--- config.mk ---
export PLATFORM = sky130hd
export DESIGN_NAME = seq_signed_divider
export DESIGN_NICKNAME = d
export VERILOG_FILES = /design/src/rtl/seq_signed_divider_pkg.sv /design/src/rtl/seq_signed_divider_sdiv_step.sv /design/src/rtl/seq_signed_divider.sv
export SDC_FILE = /design/constraint.sdc
export NUM_CORES = 1
export LEC_CHECK = 0
export CAP_MARGIN = 20
export CORE_ASPECT_RATIO = 0.6
export CORE_MARGIN = 3
export CORE_UTILIZATION = 25
export CTS_CLUSTER_DIAMETER = 40
export DETAILED_ROUTE_END_ITERATION = 10
export PLACE_DENSITY = 0.53
export SYNTH_ARGS = -nofsm -noshare
export SYNTH_HDL_FRONTEND = slang
export SYNTH_HIERARCHICAL = 1
export SYNTH_SLANG_ARGS = --single-unit
--- constraint.sdc ---
create_clock -name clk -period 14.1 [get_ports clk]
set_input_delay 4.23 -clock clk [delete_from_list [all_inputs] [get_ports clk]]
set_output_delay 4.23 -clock clk [all_outputs]
set_load 0.01 [all_outputs]
--- src/rtl/seq_signed_divider_pkg.sv ---
// Shared definitions for the sequential signed divider.
// Contents:
//   sdiv_state_t : FSM state encoding (3 bits) IDLE/PREP/ITER/FIX/DONE
//   sdiv_cnt_w() : width of the iteration counter for a given operand width
package seq_signed_divider_pkg;

  typedef enum logic [2:0] {
    IDLE = 3'd0,
    PREP = 3'd1,
    ITER = 3'd2,
    FIX  = 3'd3,
    DONE = 3'd4
  } sdiv_state_t;

  // $clog2(width), kept at least 1 so a degenerate WIDTH=1 still has a counter.
  function automatic int sdiv_cnt_w(input int width);
    return (width > 1) ? $clog2(width) : 1;
  endfunction

endpackage

--- src/rtl/seq_signed_divider_sdiv_step.sv ---
// sdiv_step: one radix-2 restoring division iteration, purely combinational.
// Ports:
//   r      in  WIDTH+1  partial remainder (magnitude)
//   q      in  WIDTH    partial quotient / remaining dividend bits
//   dm     in  WIDTH    divisor magnitude
//   r_next out WIDTH+1  remainder after shift and conditional subtract
//   q_next out WIDTH    quotient after shift, new bit in q_next[0]
module sdiv_step #(
  parameter int WIDTH = 32
) (
  input  logic [WIDTH:0]   r,
  input  logic [WIDTH-1:0] q,
  input  logic [WIDTH-1:0] dm,
  output logic [WIDTH:0]   r_next,
  output logic [WIDTH-1:0] q_next
);

  logic [WIDTH:0]   r_sh;
  logic [WIDTH-1:0] q_sh;
  logic [WIDTH:0]   dm_ext;
  logic [WIDTH:0]   diff;

  always_comb begin
    // {R,Q} <<= 1 : the top dividend bit still held in Q moves into R.
    r_sh   = (r << 1) | {{WIDTH{1'b0}}, q[WIDTH-1]};
    q_sh   = q << 1;
    dm_ext = {1'b0, dm};
    diff   = r_sh - dm_ext;
    r_next = r_sh;
    q_next = q_sh;
    if (r_sh >= dm_ext) begin
      r_next = diff;
      q_next = q_sh | {{(WIDTH-1){1'b0}}, 1'b1};
    end
  end

endmodule

--- src/rtl/seq_signed_divider.sv ---
// seq_signed_divider: multi-cycle signed divider, 2*WIDTH-bit dividend by
// WIDTH-bit divisor, truncating (C-style) quotient and remainder. Restoring
// radix-2 iteration on magnitudes, one quotient bit per cycle.
// Ports:
//   clk, rst            clock (rising edge), synchronous active-high reset
//   in_valid/in_ready   operand handshake; in_ready high only while IDLE
//   dividend [2W-1:0]   signed dividend, captured on the accept edge
//   divisor  [W-1:0]    signed divisor, captured on the accept edge
//   out_valid/out_ready result handshake; result held until accepted
//   quot, rem [W-1:0]   signed quotient / remainder (rem sign follows dividend)
//   err_dz, err_ov      divide-by-zero / quotient-overflow, qualified by out_valid
// Latency accept->out_valid: WIDTH+2 cycles normally, 2 cycles for the
// divide-by-zero and precheck-overflow early exits.
module seq_signed_divider
  import seq_signed_divider_pkg::*;
#(
  parameter int WIDTH = 32
) (
  input  logic               clk,
  input  logic               rst,
  input  logic               in_valid,
  output logic               in_ready,
  input  logic [2*WIDTH-1:0] dividend,
  input  logic [WIDTH-1:0]   divisor,
  output logic               out_valid,
  input  logic               out_ready,
  output logic [WIDTH-1:0]   quot,
  output logic [WIDTH-1:0]   rem,
  output logic               err_dz,
  output logic               err_ov
);

  localparam int              CNT_W    = sdiv_cnt_w(WIDTH);
  localparam logic [CNT_W-1:0] CNT_INIT = CNT_W'(WIDTH - 1);
  localparam logic [CNT_W-1:0] CNT_ONE  = CNT_W'(1);
  localparam logic [CNT_W-1:0] CNT_ZERO = '0;
  localparam logic [WIDTH-1:0] Q_MIN    = {1'b1, {(WIDTH-1){1'b0}}};

  // Two's-complement magnitude; the most negative value maps to 2^(N-1),
  // which is representable unsigned, so no special case is needed.
  function automatic logic [2*WIDTH-1:0] mag_wide(input logic signed [2*WIDTH-1:0] v);
    return v[2*WIDTH-1] ? $unsigned(-v) : $unsigned(v);
  endfunction

  function automatic logic [WIDTH-1:0] mag_narrow(input logic signed [WIDTH-1:0] v);
    return v[WIDTH-1] ? $unsigned(-v) : $unsigned(v);
  endfunction

  function automatic logic [WIDTH-1:0] apply_sign(input logic neg, input logic [WIDTH-1:0] m);
    return neg ? (~m + {{(WIDTH-1){1'b0}}, 1'b1}) : m;
  endfunction

  // Quotient magnitude must fit the signed result range: up to 2^(W-1)-1
  // for a positive result, up to 2^(W-1) for a negative one.
  function automatic logic quot_overflow(input logic neg, input logic [WIDTH-1:0] m);
    return neg ? (m > Q_MIN) : (m >= Q_MIN);
  endfunction

  sdiv_state_t               state;
  logic signed [2*WIDTH-1:0] dvd_p0;
  logic signed [WIDTH-1:0]   dvs_p0;
  logic [WIDTH:0]            r_p1;
  logic [WIDTH-1:0]          q_p1;
  logic [WIDTH-1:0]          dm_p1;
  logic                      sq_p1;
  logic                      sr_p1;
  logic                      early_p1;
  logic [CNT_W-1:0]          cnt_p1;

  logic [2*WIDTH-1:0]        nm;
  logic [WIDTH-1:0]          nm_hi;
  logic [WIDTH-1:0]          nm_lo;
  logic [WIDTH-1:0]          dm;
  logic [WIDTH:0]            r_nx;
  logic [WIDTH-1:0]          q_nx;
  logic [WIDTH-1:0]          quot_fix;
  logic [WIDTH-1:0]          rem_fix;
  logic                      ov_fix;

  assign in_ready = (state == IDLE);

  // Prep stage: magnitudes of the captured operands.
  always_comb begin
    nm    = mag_wide(dvd_p0);
    nm_hi = nm[2*WIDTH-1:WIDTH];
    nm_lo = nm[WIDTH-1:0];
    dm    = mag_narrow(dvs_p0);
  end

  // Iteration stage: one restoring step per cycle.
  sdiv_step #(
    .WIDTH (WIDTH)
  ) u_step (
    .r      (r_p1),
    .q      (q_p1),
    .dm     (dm_p1),
    .r_next (r_nx),
    .q_next (q_nx)
  );

  // Fix-up stage: restore signs and range-check the quotient.
  always_comb begin
    quot_fix = apply_sign(sq_p1, q_p1);
    rem_fix  = apply_sign(sr_p1, r_p1[WIDTH-1:0]);
    ov_fix   = quot_overflow(sq_p1, q_p1);
  end

  always_ff @(posedge clk) begin
    if (rst) begin
      state     <= IDLE;
      out_valid <= 1'b0;
      quot      <= '0;
      rem       <= '0;
      err_dz    <= 1'b0;
      err_ov    <= 1'b0;
    end else begin
      case (state)
        IDLE: begin
          if (in_valid) begin
            dvd_p0 <= dividend;
            dvs_p0 <= divisor;
            state  <= PREP;
          end
        end

        PREP: begin
          sq_p1 <= dvd_p0[2*WIDTH-1] ^ dvs_p0[WIDTH-1];
          sr_p1 <= dvd_p0[2*WIDTH-1];
          // Early exits load their result here and still publish it through
          // FIX, so every result leaves from one place.
          if (dvs_p0 == '0) begin
            quot     <= '1;
            rem      <= dvd_p0[WIDTH-1:0];
            err_dz   <= 1'b1;
            early_p1 <= 1'b1;
            state    <= FIX;
          end else if (nm_hi >= dm) begin
            // High half already >= divisor: quotient cannot fit WIDTH bits.
            quot     <= '0;
            rem      <= '0;
            err_ov   <= 1'b1;
            early_p1 <= 1'b1;
            state    <= FIX;
          end else begin
            r_p1     <= {1'b0, nm_hi};
            q_p1     <= nm_lo;
            dm_p1    <= dm;
            cnt_p1   <= CNT_INIT;
            early_p1 <= 1'b0;
            state    <= ITER;
          end
        end

        ITER: begin
          r_p1   <= r_nx;
          q_p1   <= q_nx;
          cnt_p1 <= cnt_p1 - CNT_ONE;
          if (cnt_p1 == CNT_ZERO) begin
            state <= FIX;
          end
        end

        FIX: begin
          if (!early_p1) begin
            if (ov_fix) begin
              quot   <= '0;
              rem    <= '0;
              err_ov <= 1'b1;
            end else begin
              quot <= quot_fix;
              rem  <= rem_fix;
            end
          end
          out_valid <= 1'b1;
          state     <= DONE;
        end

        DONE: begin
          if (out_ready) begin
            out_valid <= 1'b0;
            err_dz    <= 1'b0;
            err_ov    <= 1'b0;
            state     <= IDLE;
          end
        end

        default: begin
          state     <= IDLE;
          out_valid <= 1'b0;
        end
      endcase
    end
  end

endmodule

==> results.ini <==
[job]
maxCapViolCount = 0

[detailed_routing]
via_per_inst = 4.90
drtIter0Drc = 1375
vias = 13400
wl_per_cell_um = 19.8
routed_wl_um = 53900
drc = 0
ant_nets = 0
dr.pass1.iters = 6

[synth]
synthCells = 1707
syn-mean-instance-area_sq_um = 9.74
syn_nets = 1877
yosysWarnings = 6
syn-cell-area_sq_um = 16600

[timing]
relSlewSlack_pct = 32.8
hold_viol_final = 0
period_needed_ns = 6.82
fin_worst_skew_ns = 0.0189
setup_viol = 0
tightest_slew_ns = 1.01
rsz0062_at_grt = no
timing.final.crit_share_pct = 48.4
fmax_ghz = 0.147
maxSlewViolCount = 0
tns_ns = 0

[cts]
cts_made_buffers = 37
cts_tree = built
post_cts_resized = 0
clkSinkCount = 270
post_cts_buffers = 0
clkTransAtPathRegs_ns = 0.06
clockBufferDepth = 3
insertion_delay_ns = 0.55
cts_hold_repair.buffers = 0
cts_root_buffer = clkbuf_16
htreeDepth = 2

[floorplan]
ios = 168
core_area_sq_um = 65100
die_x_um = 339
fp.dieH_um = 206
start_util_pct = 25.5
die-area_sq_um = 69800
rows = 72

[place]
numPortBuffers = 167
place_area_sq_um = 18900
gp_congestion = 0.933
hpwl_um = 41400

[setup_path]
cp_max_fo = 69
criticalPathCategory = register to register
arrival_ns = 6.98
cp_data_required_time_ns = 14.26
start_kind = register
crit_path_end_kind = register
r2r_slack_ns = 7.28

[grt]
grt_max_degree = 86
first_global_vias = 12900
antenna_found_initial = 1
grt_use_total_pct = 15.1
overflow = 0
grt_pass1_wl_um = 81100

[pwr]
total_power_mw = 3.74
leakagePower_nw = 6.85
ir_drop_v = 0.0000680
p_per_area_nw_per_um2 = 185

[cells_and_area]
nFillCells = 6705
finish.utilization_pct = 31.0
n_antenna_cell = 0
drive_gt1_share_pct = 8.55
syn_to_final_growth_pct = 21.5
num-nets-final = 1977
mostFrequentLayoutCell = nor2_1
layout_common_cells = 203 x nor2_1, 200 x edfxtp_1, 166 x clkdlybuf4s50_1
final_area_sq_um = 20200
seq_area_sq_um = 7410
multi_input_area_sq_um = 8330

[status]
outcome = completed

[min_path]
worstHoldPathType = register to register

==> sequential cells by signal (all words and copies together), names as in the netlist <==
name	count
err_ov	1
state	3
sq_p1	1
sr_p1	1
dvs_p0	32
rem	32
out_valid	1
q_p1	32
r_p1	32
quot	32
dm_p1	32
early_p1	1
cnt_p1	5
err_dz	1
dvd_p0	64
==> area by class of cell <==
class	count	share of cell area [%]
multi-input combinational	1235	41.2
sequential	270	36.7
timing repair buffer	183	8.85
tap	888	5.50
clock buffer	45	5.10
inverter	80	1.49
clock inverter	23	1.16
==> metal layers <==
metal | share of wire (%) | vias to the layer above | GRT usage, %
li1 | - | 6404 | -
met1 | 52 | 6455 | 24.2
met2 | 38 | 447 | 20.0
met3 | 8.5 | 47 | 3.86
met4 | 1.2 | 0 | 2.53
met5 | 0 | - | 0
==> through the flow <==
stage	setup WS, ns	cells	hold WS, ns
2_1_floorplan	3.79	1707	0.424
3_3_place_gp	7.41	2656	0.491
3_5_place_dp	7.46	2656	0.488
4_1_cts	7.43	2724	0.497
5_1_grt	6.81	2724	0.512
6_report	7.28	2724	0.496
==> power breakdown <==
group / switching [mW] / leakage [nW] / total (mW) / internal, mW
registers: 0.201 / 2.39 / 1.31 / 1.10
logic: 0.874 / 3.84 / 1.47 / 0.597
clock network: 0.394 / 0.627 / 0.965 / 0.571
total: 1.47 / 6.85 / 3.74 / 2.27
==> worst paths after layout <==
path | to | start | cells after the start
max reg2reg | q_p1[11] | dvd_p0[21] | 14
min reg2reg | quot[28] | quot[28] | 2
min | quot[28] | quot[28] | 2
max | q_p1[11] | dvd_p0[21] | 14
==> worst max-delay path, stage by stage, from the launching register on <==
cell and delay, ns:
edfxtp_1 0.44, or4_1 0.60, nor4_2 0.76, nand4_1 0.91
o41ai_1 0.62, xnor2_1 0.23, ha_1 0.30, a21oi_1 0.13
o21ai_0 0.14, a221oi_1 0.26, o211ai_1 0.26, or3_1 0.48
nand2b_1 0.20, a211oi_4 0.23, buf_4 0.76
Power figures use the tool's default switching activity.
